## src/rtl/rmii_send_frame.sv

```systemverilog
// Ethernet frame sequencer for an RMII byte serializer: preamble, SFD, buffered data,
// zero padding, on-the-fly CRC-32 FCS, then the interframe gap.
module rmii_send_frame #(
    parameter int ADDR_W   = 11,
    parameter int MIN_LEN  = 60,
    parameter int MAX_LEN  = 1514,
    parameter int IFG_FAST = 96,
    parameter int IFG_SLOW = 960
) (
    input  logic              clk,
    input  logic              rst,
    input  logic              start,
    input  logic              fast_eth,
    input  logic [ADDR_W-1:0] frame_len,
    output logic [ADDR_W-1:0] rd_addr,
    input  logic [7:0]        rd_data,
    output logic              tx_start,
    output logic [7:0]        tx_data,
    input  logic              tx_rdy,
    output logic              busy,
    output logic              done
);

    localparam int IFG_MAX = (IFG_FAST > IFG_SLOW) ? IFG_FAST : IFG_SLOW;
    localparam int IFG_W   = $clog2(IFG_MAX + 1);

    typedef enum logic [2:0] {
        ST_IDLE, ST_PRE, ST_SFD, ST_DATA, ST_PAD, ST_FCS, ST_DRAIN, ST_IFG
    } state_t;

    state_t             state_q, state_d;
    logic               tx_rdy_q;
    logic               tx_start_q, tx_start_d;
    logic [7:0]         tx_data_q, tx_data_d;
    logic [ADDR_W-1:0]  rd_addr_q, rd_addr_d;
    logic               busy_q, busy_d;
    logic               done_q, done_d;
    logic [31:0]        crc_q, crc_d;
    logic [ADDR_W-1:0]  cnt_q, cnt_d;
    logic [ADDR_W-1:0]  len_q, len_d;
    logic               fast_q, fast_d;
    logic [IFG_W-1:0]   ifg_q, ifg_d;

    // Reflected CRC-32 (poly EDB88320), one byte, LSB first.
    function automatic logic [31:0] crc_byte(input logic [31:0] crc, input logic [7:0] b);
        logic [31:0] c;
        c = crc ^ {24'd0, b};
        for (int i = 0; i < 8; i++) begin
            c = c[0] ? ((c >> 1) ^ 32'hEDB88320) : (c >> 1);
        end
        return c;
    endfunction

    logic               accept;
    logic [ADDR_W-1:0]  cnt_inc;
    logic [ADDR_W-1:0]  addr_inc;
    logic [ADDR_W-1:0]  len_eff;
    logic               last_pre, last_data, last_pad, last_fcs, pad_needed, ifg_zero;
    logic [31:0]        crc_upd;
    logic [31:0]        fcs_w;
    logic [7:0]         fcs_next;

    assign accept     = tx_rdy_q & ~tx_rdy;
    assign cnt_inc    = cnt_q + 1'b1;
    assign addr_inc   = rd_addr_q + 1'b1;
    assign len_eff    = (frame_len > ADDR_W'(MAX_LEN)) ? ADDR_W'(MAX_LEN) : frame_len;
    assign last_pre   = (cnt_q == ADDR_W'(6));
    assign last_data  = (cnt_inc == len_q);
    assign last_pad   = (cnt_inc == ADDR_W'(MIN_LEN));
    assign last_fcs   = (cnt_q == ADDR_W'(3));
    assign pad_needed = (len_q < ADDR_W'(MIN_LEN));
    assign ifg_zero   = (ifg_q == '0);
    assign crc_upd    = crc_byte(crc_q, tx_data_q);
    assign fcs_w      = ~crc_q;

    always_comb begin
        case (cnt_inc[1:0])
            2'd1:    fcs_next = fcs_w[15:8];
            2'd2:    fcs_next = fcs_w[23:16];
            2'd3:    fcs_next = fcs_w[31:24];
            default: fcs_next = fcs_w[7:0];
        endcase
    end

    // NOTE: sequential state uses non-blocking assignments so every register samples
    // pre-edge values; blocking here would create order-dependent simulation races.
    always_ff @(posedge clk or negedge rst) begin
        if (!rst) begin
            state_q    <= ST_IDLE;
            tx_rdy_q   <= 1'b0;
            tx_start_q <= 1'b0;
            tx_data_q  <= 8'h00;
            rd_addr_q  <= '0;
            busy_q     <= 1'b0;
            done_q     <= 1'b0;
            crc_q      <= 32'hFFFFFFFF;
            cnt_q      <= '0;
            len_q      <= '0;
            fast_q     <= 1'b0;
            ifg_q      <= '0;
        end else begin
            state_q    <= state_d;
            tx_rdy_q   <= tx_rdy;
            tx_start_q <= tx_start_d;
            tx_data_q  <= tx_data_d;
            rd_addr_q  <= rd_addr_d;
            busy_q     <= busy_d;
            done_q     <= done_d;
            crc_q      <= crc_d;
            cnt_q      <= cnt_d;
            len_q      <= len_d;
            fast_q     <= fast_d;
            ifg_q      <= ifg_d;
        end
    end

    // NOTE: each always_comb assigns a default to every output first, so no path
    // can leave a variable unassigned and infer a latch.
    always_comb begin
        state_d = state_q;
        case (state_q)
            ST_IDLE:  if (start) state_d = ST_PRE;
            ST_PRE:   if (accept && last_pre) state_d = ST_SFD;
            ST_SFD:   if (accept) state_d = (len_q == '0) ? ST_PAD : ST_DATA;
            ST_DATA:  if (accept && last_data) state_d = pad_needed ? ST_PAD : ST_FCS;
            ST_PAD:   if (accept && last_pad) state_d = ST_FCS;
            ST_FCS:   if (accept && last_fcs) state_d = ST_DRAIN;
            ST_DRAIN: if (tx_rdy) state_d = ST_IFG;
            ST_IFG:   if (ifg_zero) state_d = ST_IDLE;
            default:  state_d = ST_IDLE;
        endcase
    end

    always_comb begin
        tx_start_d = tx_start_q;
        tx_data_d  = tx_data_q;
        rd_addr_d  = rd_addr_q;
        busy_d     = busy_q;
        done_d     = 1'b0;
        crc_d      = crc_q;
        cnt_d      = cnt_q;
        len_d      = len_q;
        fast_d     = fast_q;
        ifg_d      = ifg_q;
        case (state_q)
            ST_IDLE: begin
                if (start) begin
                    len_d      = len_eff;
                    fast_d     = fast_eth;
                    busy_d     = 1'b1;
                    rd_addr_d  = '0;
                    crc_d      = 32'hFFFFFFFF;
                    cnt_d      = '0;
                    tx_start_d = 1'b1;
                    tx_data_d  = 8'h55;
                end
            end
            ST_PRE: begin
                if (accept) begin
                    cnt_d = last_pre ? '0 : cnt_inc;
                    if (last_pre) tx_data_d = 8'hD5;
                end
            end
            ST_SFD: begin
                // rd_addr has sat at 0 since start, so rd_data already holds byte 0.
                if (accept) begin
                    if (len_q == '0) begin
                        tx_data_d = 8'h00;
                    end else begin
                        tx_data_d = rd_data;
                        if (len_q > ADDR_W'(1)) rd_addr_d = ADDR_W'(1);
                    end
                end
            end
            ST_DATA: begin
                if (accept) begin
                    crc_d = crc_upd;
                    if (!last_data) begin
                        cnt_d     = cnt_inc;
                        tx_data_d = rd_data;
                        if (addr_inc < len_q) rd_addr_d = addr_inc;
                    end else if (pad_needed) begin
                        cnt_d     = cnt_inc;
                        tx_data_d = 8'h00;
                    end else begin
                        cnt_d     = '0;
                        tx_data_d = ~crc_upd[7:0];
                    end
                end
            end
            ST_PAD: begin
                if (accept) begin
                    crc_d = crc_upd;
                    if (last_pad) begin
                        cnt_d     = '0;
                        tx_data_d = ~crc_upd[7:0];
                    end else begin
                        cnt_d = cnt_inc;
                    end
                end
            end
            ST_FCS: begin
                if (accept) begin
                    if (last_fcs) begin
                        cnt_d      = '0;
                        tx_start_d = 1'b0;
                    end else begin
                        cnt_d     = cnt_inc;
                        tx_data_d = fcs_next;
                    end
                end
            end
            ST_DRAIN: begin
                if (tx_rdy) ifg_d = fast_q ? IFG_W'(IFG_FAST - 1) : IFG_W'(IFG_SLOW - 1);
            end
            ST_IFG: begin
                if (ifg_zero) begin
                    done_d = 1'b1;
                    busy_d = 1'b0;
                end else begin
                    ifg_d = ifg_q - 1'b1;
                end
            end
            default: ;
        endcase
    end

    assign rd_addr  = rd_addr_q;
    assign tx_start = tx_start_q;
    assign tx_data  = tx_data_q;
    assign busy     = busy_q;
    assign done     = done_q;

endmodule

```

## config.mk

```make
export PLATFORM = sky130hd
export DESIGN_NAME = rmii_send_frame
export DESIGN_NICKNAME = d
export VERILOG_FILES = /design/src/rtl/rmii_send_frame.sv
export SDC_FILE = /design/constraint.sdc
export NUM_CORES = 1
export LEC_CHECK = 0
export CAP_MARGIN = 40
export CORE_MARGIN = 4
export CORE_UTILIZATION = 60
export CTS_CLUSTER_DIAMETER = 150
export DETAILED_ROUTE_END_ITERATION = 16
export GPL_TIMING_DRIVEN = 0
export HOLD_SLACK_MARGIN = 0.12
export PLACE_DENSITY = 0.78
export SYNTH_ARGS = -nofsm -noshare
export SYNTH_HDL_FRONTEND = slang
export SYNTH_SLANG_ARGS = --single-unit
```

## constraint.sdc

```tcl
create_clock -name clk -period 4.8 [get_ports clk]
set_clock_uncertainty 0.1 [all_clocks]
set_input_delay 0.96 -clock clk [delete_from_list [all_inputs] [get_ports clk]]
set_output_delay 0.96 -clock clk [all_outputs]
set_load 0.1 [all_outputs]
```

==> results of run 1 <==
through the flow:
step | hold WS [ps] | cell area (µm²) | util | worst slack [ps] | instances
floorplan | 366 | 6220 | - | 1320 | 685
global placement | 389 | 6830 | 0.690 | -668 | 863
detailed placement | 393 | 7200 | 0.726 | 1340 | 887
CTS | 410 | 7380 | 0.745 | 1360 | 903
global route | 424 | 7380 | 0.745 | 1030 | 903
finish | 408 | 7380 | 0.745 | 1310 | 903
final timing paths:
path                            startpoint    endpoint  slack [ps]  cells after the start
worst max-delay path              cnt_q[0]    cnt_q[7]        1310                     10
worst min-delay path                fast_q      fast_q         410                      2
worst max register to register    cnt_q[0]    cnt_q[7]        1310                     10
worst min register to register      fast_q      fast_q         410                      2
max in group asynchronous              rst    crc_q[8]        3410                      2
min in group asynchronous              rst  rd_addr[8]         470                      1
cells by family after synthesis:
kind of cell               synth area share
adders and majority gates            0.0403
and+or+nand+nor                       0.180
xor gates and xnor gates              0.139
buffers and inverters                0.0415
AOI/OAI and AO/OA                     0.224
DFF                                   0.373
muxes                               0.00322
sequential cells by signal (all words and copies together) (netlist names), 3 cells and up:
name and flops:
tx_data 8, cnt_q 11, crc_q 32, ifg_q 10, rd_addr 11, len_q 11
state_q 3
worst register-to-register path: stages, from the launching register on:
cell,delay (ps)
dfrtp_1,550
ha_1,200
buf_2,190
clkbuf_1,430
nand4_1,190
o41ai_1,470
o21ai_1,200
o31ai_2,460
buf_4,250
nor2_1,70
a211o_1,280
routing by layer:
layer	global-route usage	up-vias	wire (µm)
li1	-	2636	-
met1	0.411	2749	7480
met2	0.490	235	8220
met3	0.0499	46	1180
met4	0.130	0	521
met5	0	-	0
synthesized netlist by cell type (all sizes together), types with 10 or more instances:
cell	count
a21o	11
a21oi	47
a22o	11
buf	10
clkbuf	24
dfrtp	59
dfstp	32
ha	20
inv	27
nand2	54
nand2b	13
nand3	20
nor2	33
nor3	36
o21ai	60
xnor2	64
xor2	31
area by class of cell:
class / count / area, µm² / area share
inverter: 28 / 105 / 0.0142
buffer: 34 / 153 / 0.0207
clock buffer: 11 / 131 / 0.0178
timing repair buffer: 69 / 813 / 0.110
sequential: 91 / 2320 / 0.314
tap: 133 / 166 / 0.0225
multi-input combinational: 532 / 3640 / 0.493
clock inverter: 5 / 53.8 / 0.00729
==> impl_metrics.csv, run 1 <==
group,metric,value,unit
status,status,"complete, no violations",
clock_tree,clk_latency,380,ps
timing,drv_slew,0,
layout,final_layout_size_suffix_gt1_frac,0.130,
yosys,synth_area_per_cell,9.07,µm²
place,port_buffers,45,
timing,setup_viol,0,
yosys,yosys_warnings,0,
layout,area_delta_synth_final,18.7,%
critical_path,crit_type,"flip-flop to flip-flop",
critical_path,crit_family,"compound AO/OA/AOI/OAI gates",
detailed_routing,wl,17400,µm
floorplan,rows,36,
global_route,antenna_found_initial,0,
yosys,netlist_area,0.00622,mm²
critical_path,critPathBufInv,3,
detailed_routing,dr_total_vias,5666,
detailed_routing,wl_per_cell,19.3,µm
clock_tree,cts_buffers,9,
critical_path,crit_slowest_cell,"dfrtp_1",
layout,layout_commonest_cell,"xnor2_1",
clock_tree,h-tree-depth,3,
floorplan,pin_count,46,
clock_tree,cts_resized,0,
critical_path,endpoint_kind,"flip-flop",
floorplan,fp.dieH,110,µm
layout,fill_cells,743,
clock_tree,postCtsHoldBufs,0,
timing,fin_crit,3490,ps
yosys,synthesis.nets,729,
clock_tree,cts_setup_buffers,0,
clock_tree,cts_sinks,91,
global_route,grt_overflow,0,
critical_path,required,4970,ps
yosys,async_flop_share,1.00,
floorplan,coreArea,0.00991,mm²
yosys,synth_top_cells_by_area,"dfrtp_1 (24%), dfstp_2 (14%), xnor2_1 (8.7%)",
critical_path,startpoint_type,"flip-flop",
yosys,yosys.area.top_type,"dfrtp_1",
detailed_routing,drtAntennaViolNets,0,
flow_run,cap_violations,0,
global_route,grt_max_degree,51,
timing,tns,0,ps
critical_path,slowest_delay,550,ps
clock_tree,cts_tree,"done",
floorplan,start_util,0.627,
critical_path,crit_chain,"ha_1 > buf_2 > clkbuf_1 > nand4_1 > o41ai_1 > o21ai_1 > o31ai_2 > buf_4 > nor2_1 > a211o_1",
clock_tree,path_clk_slew,100,ps
yosys,synth-main-ff-cell,"dfrtp_1",
global_route,grtUsageTotal,0.306,
yosys,syn_inst,685,
hold_path,holdCritPathClass,"flip-flop to flip-flop",
timing,worst_pin_slew,945,ps
global_route,grt_pass1_wl,28700,µm
detailed_routing,drt-pass1-iter-count,6,
floorplan,die_w,110,µm
critical_path,cp_max_fo,10,
yosys,synth_top_area_frac,0.238,
detailed_routing,vias_per_cell,6.27,
layout,num_antenna_cells,0,
timing,final-hold-violation-count,0,
timing,slew_headroom,0.365,
clock_tree,clockRootBuffer,"clkbuf_8",
clock_tree,clockBufferDepth,2,
yosys,yosysSeqAreaShare,0.373,
detailed_routing,drt-initial-drc-count,498,
yosys,synth_edf_count,0,
timing,rsz0062_at_grt,"no",
timing,finalCritPeriodShare,0.728,
global_route,grt_pass1_vias,5782,
yosys,ys_types,72,
critical_path,critical_path_arrival,3660,ps
place,hpwl,12800,µm
place,place_congestion,0.925,
yosys,ys_seq_elements,91,
floorplan,dieArea,0.0121,mm²
detailed_routing,remaining_drc_errors,0,
layout,mostFrequentLayoutCells,"xnor2_1 (62), dfrtp_1 (59), nand2_1 (53)",
timing,max_freq,286,MHz
layout,nets,809,
Power of run 1 is not shown: default switching activity piles up to over one toggle a cycle in this logic, so the estimate is an artifact.
==> run 2: changes to the inputs <==
==> constraint.sdc (replaced) <==
create_clock -name clk -period 3.4 [get_ports clk]
set_clock_uncertainty 0.1 [all_clocks]
set_input_delay 0.68 -clock clk [delete_from_list [all_inputs] [get_ports clk]]
set_output_delay 0.68 -clock clk [all_outputs]
set_load 0.1 [all_outputs]
==> impl_metrics.csv, run 2 (synthesis results as in run 1) <==
group,metric,value,unit
place,placed_cell_area,0.00722,mm²
clock_tree,cts_resized,0,
layout,finish.instance_area,0.00740,mm²
layout,fin_cells,904,
critical_path,cp_max_fo,9,
clock_tree,path_clk_slew,90,ps
floorplan,rows,36,
critical_path,critPathBufInv,0,
timing,drv_slew,0,
critical_path,crit_type,"flip-flop to flip-flop",
timing,rsz0062_at_grt,"no",
floorplan,start_util,0.627,
critical_path,slowest_delay,510,ps
timing,worst_pin_slew,981,ps
global_route,grt_overflow,0,
global_route,antenna_found_initial,0,
layout,largest_register_ffs,32,
place,place_congestion,0.976,
place,hpwl,12900,µm
layout,final_util,0.747,
clock_tree,clockRootBuffer,"clkbuf_8",
floorplan,pin_count,46,
floorplan,fp.dieH,110,µm
clock_tree,cts_setup_buffers,0,
floorplan,dieArea,0.0121,mm²
layout,mostFrequentLayoutCells,"xnor2_1 (62), dfrtp_1 (55), nand2_1 (53)",
critical_path,critical_path_arrival,3370,ps
detailed_routing,drt-pass1-iter-count,5,
clock_tree,clockBufferDepth,2,
critical_path,crit_slowest_cell,"dfrtp_1",
place,dp_cells,888,
global_route,grtUsageTotal,0.310,
critical_path,startpoint_type,"flip-flop",
critical_path,endpoint_kind,"flip-flop",
detailed_routing,wl_per_cell,19.5,µm
clock_tree,cts_buffers,9,
global_route,grt_max_degree,53,
detailed_routing,remaining_drc_errors,0,
timing,slew_headroom,0.341,
detailed_routing,drt-initial-drc-count,509,
detailed_routing,dr_total_vias,5749,
critical_path,crit_family,"compound AO/OA/AOI/OAI gates",
clock_tree,postCtsHoldBufs,0,
layout,nets,810,
critical_path,required,3570,ps
critical_path,reg2reg_depth,11,
timing,max_freq,313,MHz
status,status,"complete, no violations",
detailed_routing,drtAntennaViolNets,0,
timing,final-hold-violation-count,0,
flow_run,cap_violations,0,
clock_tree,clk_latency,400,ps
layout,layout_commonest_cell,"xnor2_1",
timing,fin_crit,3200,ps
timing,finalCritPeriodShare,0.940,
hold_path,holdCritPathClass,"input port to async pin",
global_route,grt_pass1_vias,5657,
layout,final_layout_size_suffix_gt1_frac,0.137,
critical_path,crit_cells,11,
layout,largest_register,"crc_q",
global_route,grt_pass1_wl,28700,µm
clock_tree,cts_sinks,91,
timing,holdWs,157,ps
floorplan,coreArea,0.00991,mm²
timing,setup_viol,0,
detailed_routing,wl,17600,µm
clock_tree,h-tree-depth,3,
detailed_routing,vias_per_cell,6.36,
layout,area_delta_synth_final,19.1,%
layout,num_antenna_cells,0,
place,port_buffers,45,
floorplan,die_w,110,µm
clock_tree,cts_tree,"done",
critical_path,crit_chain,"ha_1 > nand3_1 > xnor2_1 > ha_1 > a21oi_1 > nand2_1 > o21ai_0 > a21o_1 > nand3_2 > a21o_1 > a22o_1",
## run 2: stage by stage
step                setup TNS [ps]  worst slack [ps]
floorplan                        0              8.12
global placement           -129760             -2140
detailed placement               0              21.6
CTS                              0              10.5
global route                     0              1.41
finish                           0               203
## run 2: final timing paths
path | to | slack [ps] | start
min in group clk | fast_q | 410 | fast_q
setup reg to reg | rd_addr[1] | 200 | rd_addr[0]
max in group asynchronous | crc_q[14] | 2320 | rst
hold reg to reg | fast_q | 410 | fast_q
hold / removal | rd_addr[8] | 160 | rst
setup / recovery | rd_addr[1] | 200 | rd_addr[0]
## run 2: layer usage
layer  vias up  track usage  wire length (µm)  part of all wire
li1       2640            -                 -                 -
met1      2786        0.409              7280              0.41
met2       279        0.502              8380              0.48
met3        44       0.0711              1400             0.080
met4         0        0.109               531             0.030
met5         -            0                 0                 0
## run 2: area by class of cell
| class | count | area (µm²) |
|---|---|---|
| inverter | 28 | 105 |
| clock buffer | 12 | 135 |
| clock inverter | 4 | 26.3 |
| sequential | 91 | 2320 |
| buffer | 34 | 154 |
| multi-input combinational | 532 | 3660 |
| timing repair buffer | 70 | 833 |
| tap | 133 | 166 |
| fill | 739 | 2510 |
## run 2: worst reg2reg max path: stages, from the launching register on
cell and delay [ps]:
dfrtp_1 510, ha_1 320, nand3_1 260, xnor2_1 210, ha_1 320, a21oi_1 150
nand2_1 60, o21ai_0 160, a21o_1 190, nand3_2 210, a21o_1 330, a22o_1 270
Power of run 2 is left out for the same reason.
